`src/rtl/fp32_mul_arb_pkg.sv`:
```
// rtl/fp32_mul_arb_pkg.sv - shared constants, tag type and sizing helpers for the fp32 multiplier arbiter
//
// Purpose: default sizes for the shared-multiplier arbiter, the 1-bit
// requester tag carried through the in-order tag FIFO, and width helpers
// that keep the top and the FIFO in agreement for any DEPTH override.
// Ports: none (package).

package fp32_mul_arb_pkg;

    localparam int DEPTH = 4;
    localparam int DW    = 32;

    // Count must represent 0..DEPTH inclusive, hence the extra bit.
    localparam int CNT_W = $clog2(DEPTH) + 1;

    // Identifies which requester a result belongs to.
    typedef logic tag_t;

    function automatic int cnt_width(input int depth);
        return $clog2(depth) + 1;
    endfunction

    function automatic int ptr_width(input int depth);
        return (depth > 1) ? $clog2(depth) : 1;
    endfunction

endpackage

```
`src/rtl/fp32_mul_tag_fifo.sv`:
```
// rtl/fp32_mul_tag_fifo.sv - in-order tag FIFO recording which requester owns each outstanding multiply
//
// Purpose: holds one tag per multiply issued to the core; the head names the
// requester the next core result is routed to.
// Ports:
//   clk_i    clock, rising edge
//   rst_ni   asynchronous active-low reset (pointers and count cleared)
//   push_i   write tag_i at the tail (ignored when full)
//   tag_i    tag to store
//   pop_i    drop the head entry (ignored when empty)
//   head_o   tag at the head, meaningful when count_o != 0
//   count_o  number of stored tags, 0..DEPTH

module fp32_mul_tag_fifo #(
    parameter int DEPTH = fp32_mul_arb_pkg::DEPTH
) (
    input  logic                                      clk_i,
    input  logic                                      rst_ni,
    input  logic                                      push_i,
    input  fp32_mul_arb_pkg::tag_t                    tag_i,
    input  logic                                      pop_i,
    output fp32_mul_arb_pkg::tag_t                    head_o,
    output logic [fp32_mul_arb_pkg::cnt_width(DEPTH)-1:0] count_o
);
    import fp32_mul_arb_pkg::*;

    localparam int CW = cnt_width(DEPTH);
    localparam int PW = ptr_width(DEPTH);
    localparam logic [PW-1:0] LAST_PTR = PW'(DEPTH - 1);

    tag_t          mem_q [DEPTH];
    logic [PW-1:0] wr_ptr_q, wr_ptr_d;
    logic [PW-1:0] rd_ptr_q, rd_ptr_d;
    logic [CW-1:0] count_q, count_d;
    logic          do_push;
    logic          do_pop;

    // Full refuses a push even when a pop happens in the same cycle.
    assign do_push = push_i && (count_q < CW'(DEPTH));
    assign do_pop  = pop_i && (count_q != '0);

    always_comb begin
        wr_ptr_d = wr_ptr_q;
        rd_ptr_d = rd_ptr_q;
        count_d  = count_q;
        // Explicit wrap keeps non-power-of-two depths correct.
        if (do_push) begin
            wr_ptr_d = (wr_ptr_q == LAST_PTR) ? '0 : wr_ptr_q + PW'(1);
        end
        if (do_pop) begin
            rd_ptr_d = (rd_ptr_q == LAST_PTR) ? '0 : rd_ptr_q + PW'(1);
        end
        case ({do_push, do_pop})
            2'b10:   count_d = count_q + CW'(1);
            2'b01:   count_d = count_q - CW'(1);
            default: count_d = count_q;
        endcase
    end

    always_ff @(posedge clk_i or negedge rst_ni) begin
        if (!rst_ni) begin
            wr_ptr_q <= '0;
            rd_ptr_q <= '0;
            count_q  <= '0;
        end else begin
            wr_ptr_q <= wr_ptr_d;
            rd_ptr_q <= rd_ptr_d;
            count_q  <= count_d;
        end
    end

    // Storage needs no reset: entries are only read while count_q is nonzero.
    always_ff @(posedge clk_i) begin
        if (do_push) begin
            mem_q[wr_ptr_q] <= tag_i;
        end
    end

    assign head_o  = mem_q[rd_ptr_q];
    assign count_o = count_q;

endmodule

```
`src/rtl/fp32_mul_share_arb.sv`:
```
// rtl/fp32_mul_share_arb.sv - round-robin sharing of one fp32 multiplier core between two requesters
//
// Purpose: arbitrates two operand streams onto a single multiplier core and
// routes each in-order core result back to the requester that issued it.
// Operand and result paths are purely combinational; only the tag FIFO,
// the round-robin bit and the sticky error flag are registered.
// Ports:
//   nvdla_core_clk / nvdla_core_rstn   clock, asynchronous active-low reset
//   reqN_pvld/prdy/a/b (N=0,1)         requester operand pairs
//   mul_in_pvld/prdy, mul_a/b          operand pair to the shared core
//   mul_out_pvld/prdy, mul_z           result from the shared core
//   rspN_pvld/prdy/z (N=0,1)           results back to the requesters
//   busy                               at least one multiply outstanding
//   err                                sticky: core result with nothing outstanding

module fp32_mul_share_arb #(
    parameter int DEPTH = fp32_mul_arb_pkg::DEPTH,
    parameter int DW    = fp32_mul_arb_pkg::DW
) (
    input  logic          nvdla_core_clk,
    input  logic          nvdla_core_rstn,
    input  logic          req0_pvld,
    output logic          req0_prdy,
    input  logic [DW-1:0] req0_a,
    input  logic [DW-1:0] req0_b,
    input  logic          req1_pvld,
    output logic          req1_prdy,
    input  logic [DW-1:0] req1_a,
    input  logic [DW-1:0] req1_b,
    output logic          mul_in_pvld,
    input  logic          mul_in_prdy,
    output logic [DW-1:0] mul_a,
    output logic [DW-1:0] mul_b,
    input  logic          mul_out_pvld,
    output logic          mul_out_prdy,
    input  logic [DW-1:0] mul_z,
    output logic          rsp0_pvld,
    input  logic          rsp0_prdy,
    output logic [DW-1:0] rsp0_z,
    output logic          rsp1_pvld,
    input  logic          rsp1_prdy,
    output logic [DW-1:0] rsp1_z,
    output logic          busy,
    output logic          err
);
    import fp32_mul_arb_pkg::*;

    localparam int CW = cnt_width(DEPTH);

    logic          rr_q, rr_d;
    logic          err_q, err_d;
    tag_t          grant;
    tag_t          head;
    logic [CW-1:0] count;
    logic          not_full;
    logic          has_tag;
    logic          in_xfer;
    logic          out_xfer;

    assign not_full = count < CW'(DEPTH);
    assign has_tag  = count != '0;

    // rr_q names the preferred requester; fall back to the other one when
    // the preferred side is idle.
    always_comb begin
        grant = 1'b0;
        if (rr_q) begin
            grant = req1_pvld ? 1'b1 : 1'b0;
        end else begin
            grant = req0_pvld ? 1'b0 : 1'b1;
        end
    end

    // Operand side: valid is independent of mul_in_prdy.
    assign mul_in_pvld = (req0_pvld | req1_pvld) & not_full;
    assign req0_prdy   = ~grant & mul_in_prdy & not_full;
    assign req1_prdy   =  grant & mul_in_prdy & not_full;
    assign mul_a       = grant ? req1_a : req0_a;
    assign mul_b       = grant ? req1_b : req0_b;
    assign in_xfer     = mul_in_pvld & mul_in_prdy;

    // Result side: only the head-tag requester sees the core result, and
    // only its ready can release the core.
    assign rsp0_pvld    = has_tag & ~head & mul_out_pvld;
    assign rsp1_pvld    = has_tag &  head & mul_out_pvld;
    assign mul_out_prdy = has_tag & (head ? rsp1_prdy : rsp0_prdy);
    assign rsp0_z       = mul_z;
    assign rsp1_z       = mul_z;
    assign out_xfer     = mul_out_pvld & mul_out_prdy;

    assign busy = has_tag;
    assign err  = err_q;

    always_comb begin
        rr_d  = in_xfer ? ~grant : rr_q;
        err_d = err_q | (~has_tag & mul_out_pvld);
    end

    always_ff @(posedge nvdla_core_clk or negedge nvdla_core_rstn) begin
        if (!nvdla_core_rstn) begin
            rr_q  <= 1'b0;
            err_q <= 1'b0;
        end else begin
            rr_q  <= rr_d;
            err_q <= err_d;
        end
    end

    fp32_mul_tag_fifo #(
        .DEPTH (DEPTH)
    ) u_tag_fifo (
        .clk_i   (nvdla_core_clk),
        .rst_ni  (nvdla_core_rstn),
        .push_i  (in_xfer),
        .tag_i   (grant),
        .pop_i   (out_xfer),
        .head_o  (head),
        .count_o (count)
    );

endmodule

```
`config.mk`:
```
export PLATFORM = sky130hd
export DESIGN_NAME = fp32_mul_share_arb
export DESIGN_NICKNAME = d
export VERILOG_FILES = /design/src/rtl/fp32_mul_arb_pkg.sv /design/src/rtl/fp32_mul_tag_fifo.sv /design/src/rtl/fp32_mul_share_arb.sv
export SDC_FILE = /design/constraint.sdc
export NUM_CORES = 1
export LEC_CHECK = 0
export CORE_AREA = 3 3 116 118
export CTS_BUF_LIST = sky130_fd_sc_hd__clkbuf_8
export CTS_CLUSTER_DIAMETER = 150
export DETAILED_ROUTE_END_ITERATION = 10
export DIE_AREA = 0 0 119 121
export PLACE_DENSITY = 0.63
export SLEW_MARGIN = 20
export SYNTH_ARGS = -nofsm -noshare
export SYNTH_HDL_FRONTEND = slang
export SYNTH_SLANG_ARGS = --single-unit
```
`constraint.sdc`:
```
create_clock -name nvdla_core_clk -period 2.75 [get_ports nvdla_core_clk]
set_clock_uncertainty 0.05 [all_clocks]
set_input_delay 0.275 -clock nvdla_core_clk [delete_from_list [all_inputs] [get_ports nvdla_core_clk]]
set_output_delay 0.275 -clock nvdla_core_clk [all_outputs]
set_load 0.02 [all_outputs]
```
==> flow_metrics.env <==
export IMPL_h_tree_depth=1
export IMPL_placement_setup_worst_slack_ns=0.0981
export IMPL_timing_critical_path_max_delay_family="buffers and inverters"
export IMPL_synthesis_area_sq_um=1990
export IMPL_via_per_inst=3.67
export IMPL_finalSetupViolations=0
export IMPL_drive_above_1_share_pct=21.1
export IMPL_clock_path_buffers=2
export IMPL_critical_path_cell_chain="clkdlybuf4s50_1 -> inv_1 -> mux2i_4 -> buf_12 -> mux2_2 -> clkdlybuf4s50_1"
export IMPL_post_cts_setup_buffer_count=0
export IMPL_first_global_vias=2099
export IMPL_required_time_at_the_worst_slack_endpoint_ns=2.42
export IMPL_grt_pass1_wl_mm=12.1
export IMPL_leakage_dissipation_nw=1.46
export IMPL_place_hpwl_mm=7.34
export IMPL_n_antenna_cell=0
export IMPL_via_count=1884
export IMPL_vdd_drop_max_mv=0.202
export IMPL_setup_tns_ns=0
export IMPL_critPathMaxStageDelay_ns=0.56
export IMPL_synth_avg_cell_area_sq_um=10.0
export IMPL_detailed_place_area_sq_um=3810
export IMPL_drt_total_wl_mm=8.38
export IMPL_cts_resized=0
export IMPL_hold_violation_count_in_the_final_report=0
export IMPL_gr_usage_all_layers_pct=10.7
export IMPL_run_status="completed"
export IMPL_timing_critical_path_from_type="input pin"
export IMPL_fill_cells=1306
export IMPL_finalInstanceArea_sq_um=3860
export IMPL_num_io_pins=304
export IMPL_clock_tree_from_tritoncts="yes"
export IMPL_final_max_slew_viol_count=0
export IMPL_synth_area_mux_share_pct=43.3
export IMPL_grt_start_max_net_pins=45
export IMPL_multi_input_gate_area_in_the_final_layout_sq_um=1100
export IMPL_mostFrequentLayoutCell="sky130_fd_sc_hd__clkdlybuf4s50_1"
export IMPL_clock_edge_transition_at_the_registers_on_the_reported_setup_and_hold_paths_ns=0.06
export IMPL_rsz0062_at_grt="no"
export IMPL_timing_critical_path_mode_cell="sky130_fd_sc_hd__clkdlybuf4s50_1"
export IMPL_gp_congestion=0.706
export IMPL_drt_drc_violations_left=0
export IMPL_clock_sink_count=13
export IMPL_antenna_found_initial=0
export IMPL_powerDensity_nw_per_um2=606
export IMPL_drt_initial_drc_count=41
export IMPL_layout_common_cells="sky130_fd_sc_hd__clkdlybuf4s50_1 (206), sky130_fd_sc_hd__mux2_2 (59), sky130_fd_sc_hd__inv_1 (10), sky130_fd_sc_hd__nor2_1 (10), sky130_fd_sc_hd__dfrtp_1 (9)"
export IMPL_synth_adder_area_share_pct=4.79
export IMPL_syn_nets=373
export IMPL_synth_top_family_by_area="multiplexers"
export IMPL_synth_top_area_cell="sky130_fd_sc_hd__mux2_2"
export IMPL_reg2reg_setup_slack_ns=0.25
export IMPL_cpMaxStageDelayCell="sky130_fd_sc_hd__clkdlybuf4s50_1"
export IMPL_globalRoute_totalOverflow=0
export IMPL_synth_top_area_share_pct=33.5
export IMPL_cts_root_cell="sky130_fd_sc_hd__clkbuf_8"
export IMPL_criticalPathCategory="in2out"
export IMPL_synth_warnings=0
export IMPL_worstPathArrival_ns=2.32
export IMPL_finish_net_count=517
export IMPL_floorplan_die_width_um=119
export IMPL_maxCapViolCount=0
export IMPL_sequential_area_share_after_synthesis_pct=17.4
export IMPL_synth_area_in_compound_gates_pct=1.26
export IMPL_holdBufCountCts=0
export IMPL_core_sq_um=12600
export IMPL_clk_latency_ns=0.24
export IMPL_cts_buffers_inserted=3
export IMPL_syn_instance_count=198
export IMPL_timing_final_ws_setup_ns=0.105
export IMPL_drt_antenna_violating_nets=0
export IMPL_wl_per_cell_um=16.3
export IMPL_slew_headroom_pct=61.9
export IMPL_detailedRoute_firstPassIterationCount=4
export IMPL_timing_critical_path_fanout_max=44
export IMPL_timing_critical_path_buf_inv=4
export IMPL_initial_utilization_pct=15.8
export IMPL_synth_area_leaders="sky130_fd_sc_hd__mux2_2 (33%), sky130_fd_sc_hd__buf_4 (24%), sky130_fd_sc_hd__dfrtp_1 (11%)"
export IMPL_numPortBuffers=207
export IMPL_area_sequential_sq_um=345
export IMPL_synthDistinctLibCells=23
export IMPL_floorplan_die_area_sq_um=14400
export IMPL_synth_simple_gate_area_share_pct=4.28
export IMPL_chipHeight_um=121
export IMPL_synth_seq_cells=13
export IMPL_fraction_of_the_cycle_the_final_worst_path_needs_pct=96.2
export IMPL_hold_path_class="in2async"
export IMPL_crit_path_end_kind="output pin"
export IMPL_max_freq_mhz=378
export IMPL_period_minus_slack_ns=2.65
export IMPL_synth_xor_area_share_pct=1.32
export IMPL_row_count=41
export IMPL_areaGrowthSynthToFinish_pct=94.4
export IMPL_worst_pin_slew_ns=0.565
synthesized netlist by cell type (all sizes together):
library cell	number
inv	9
nor3	1
and2	4
buf	71
dfrtp	9
nor2	10
ha	6
xor2	2
a21o	1
nand2b	1
fa	1
xnor2	1
mux2	69
edfxtp	4
nand2	1
mux4	1
o311ai	2
mux2i	4
and3	1
kinds of logic (layout without fill, tap and decap cells):
kind of cell | after synthesis | in the layout
buf+inv | 80 | 223
mux | 74 | 74
simple gates | 18 | 18
flops | 13 | 13
fa+ha+maj | 7 | 7
compound gates | 3 | 3
xor+xnor | 3 | 3
metal layers:
metal	track usage, %	part of all wire (%)	vias to the layer above
met5	0	0	-
met4	0.507	0	0
met3	7.09	14	0
met2	15.3	44	151
met1	14.1	42	839
li1	-	-	894
layout make-up:
type	count	share of cell area, %
repair buffers	210	54.8
multi-input cells	105	28.6
flip-flops and latches	13	8.95
well taps	172	5.58
clock buffers	3	1.07
inverters	9	0.875
clock inverters	1	0.0972
worst reg2reg max path, cell delays in order, from the launching register on:
cell                      delay [ns]
sky130_fd_sc_hd__dfrtp_1        0.41
sky130_fd_sc_hd__mux4_2         0.60
sky130_fd_sc_hd__mux2i_4        0.26
sky130_fd_sc_hd__ha_1           0.24
sky130_fd_sc_hd__inv_1          0.06
sky130_fd_sc_hd__fa_1           0.37
sky130_fd_sc_hd__xor2_1         0.15
sky130_fd_sc_hd__nor2_1         0.13
sky130_fd_sc_hd__xor2_1         0.16
path summary, 6_finish.rpt:
check / startpoint / endpoint / cells after the start
max in group asynchronous: nvdla_core_rstn / u_tag_fifo.rd_ptr_q[1] / 1
min: nvdla_core_rstn / err / 1
max reg2reg: u_tag_fifo.rd_ptr_q[0] / u_tag_fifo.count_o[2] / 8
min in group nvdla_core_clk: err / err / 1
max: req0_pvld / mul_b[29] / 6
min reg2reg: err / err / 1
where the power goes:
part	internal (mW)	total [mW]	switching, mW
clock network	0.0985	0.166	0.0674
logic	1.01	1.81	0.800
registers	0.285	0.365	0.0798
metrics by stage:
stage / hold slack, ns / utilization, % / instances / total power [mW]
floorplan: -0.0706 / - / 198 / 1.48
global placement: 0.408 / 30.4 / 509 / 2.16
detailed placement: 0.413 / 30.4 / 509 / 2.19
CTS: 0.306 / 30.7 / 513 / 2.37
global route: 0.348 / 30.7 / 513 / 2.51
finish: 0.300 / 30.7 / 513 / 2.34
flip-flops by register name, summed over array words and instances (netlist names):
| name | flops |
|---|---|
| u_tag_fifo.wr_ptr_q | 2 |
| err | 1 |
| u_tag_fifo.rd_ptr_q | 2 |
| rr_q | 1 |
| u_tag_fifo.count_o | 3 |
| u_tag_fifo.mem_q | 4 |
(Power assumes the default switching activity.)
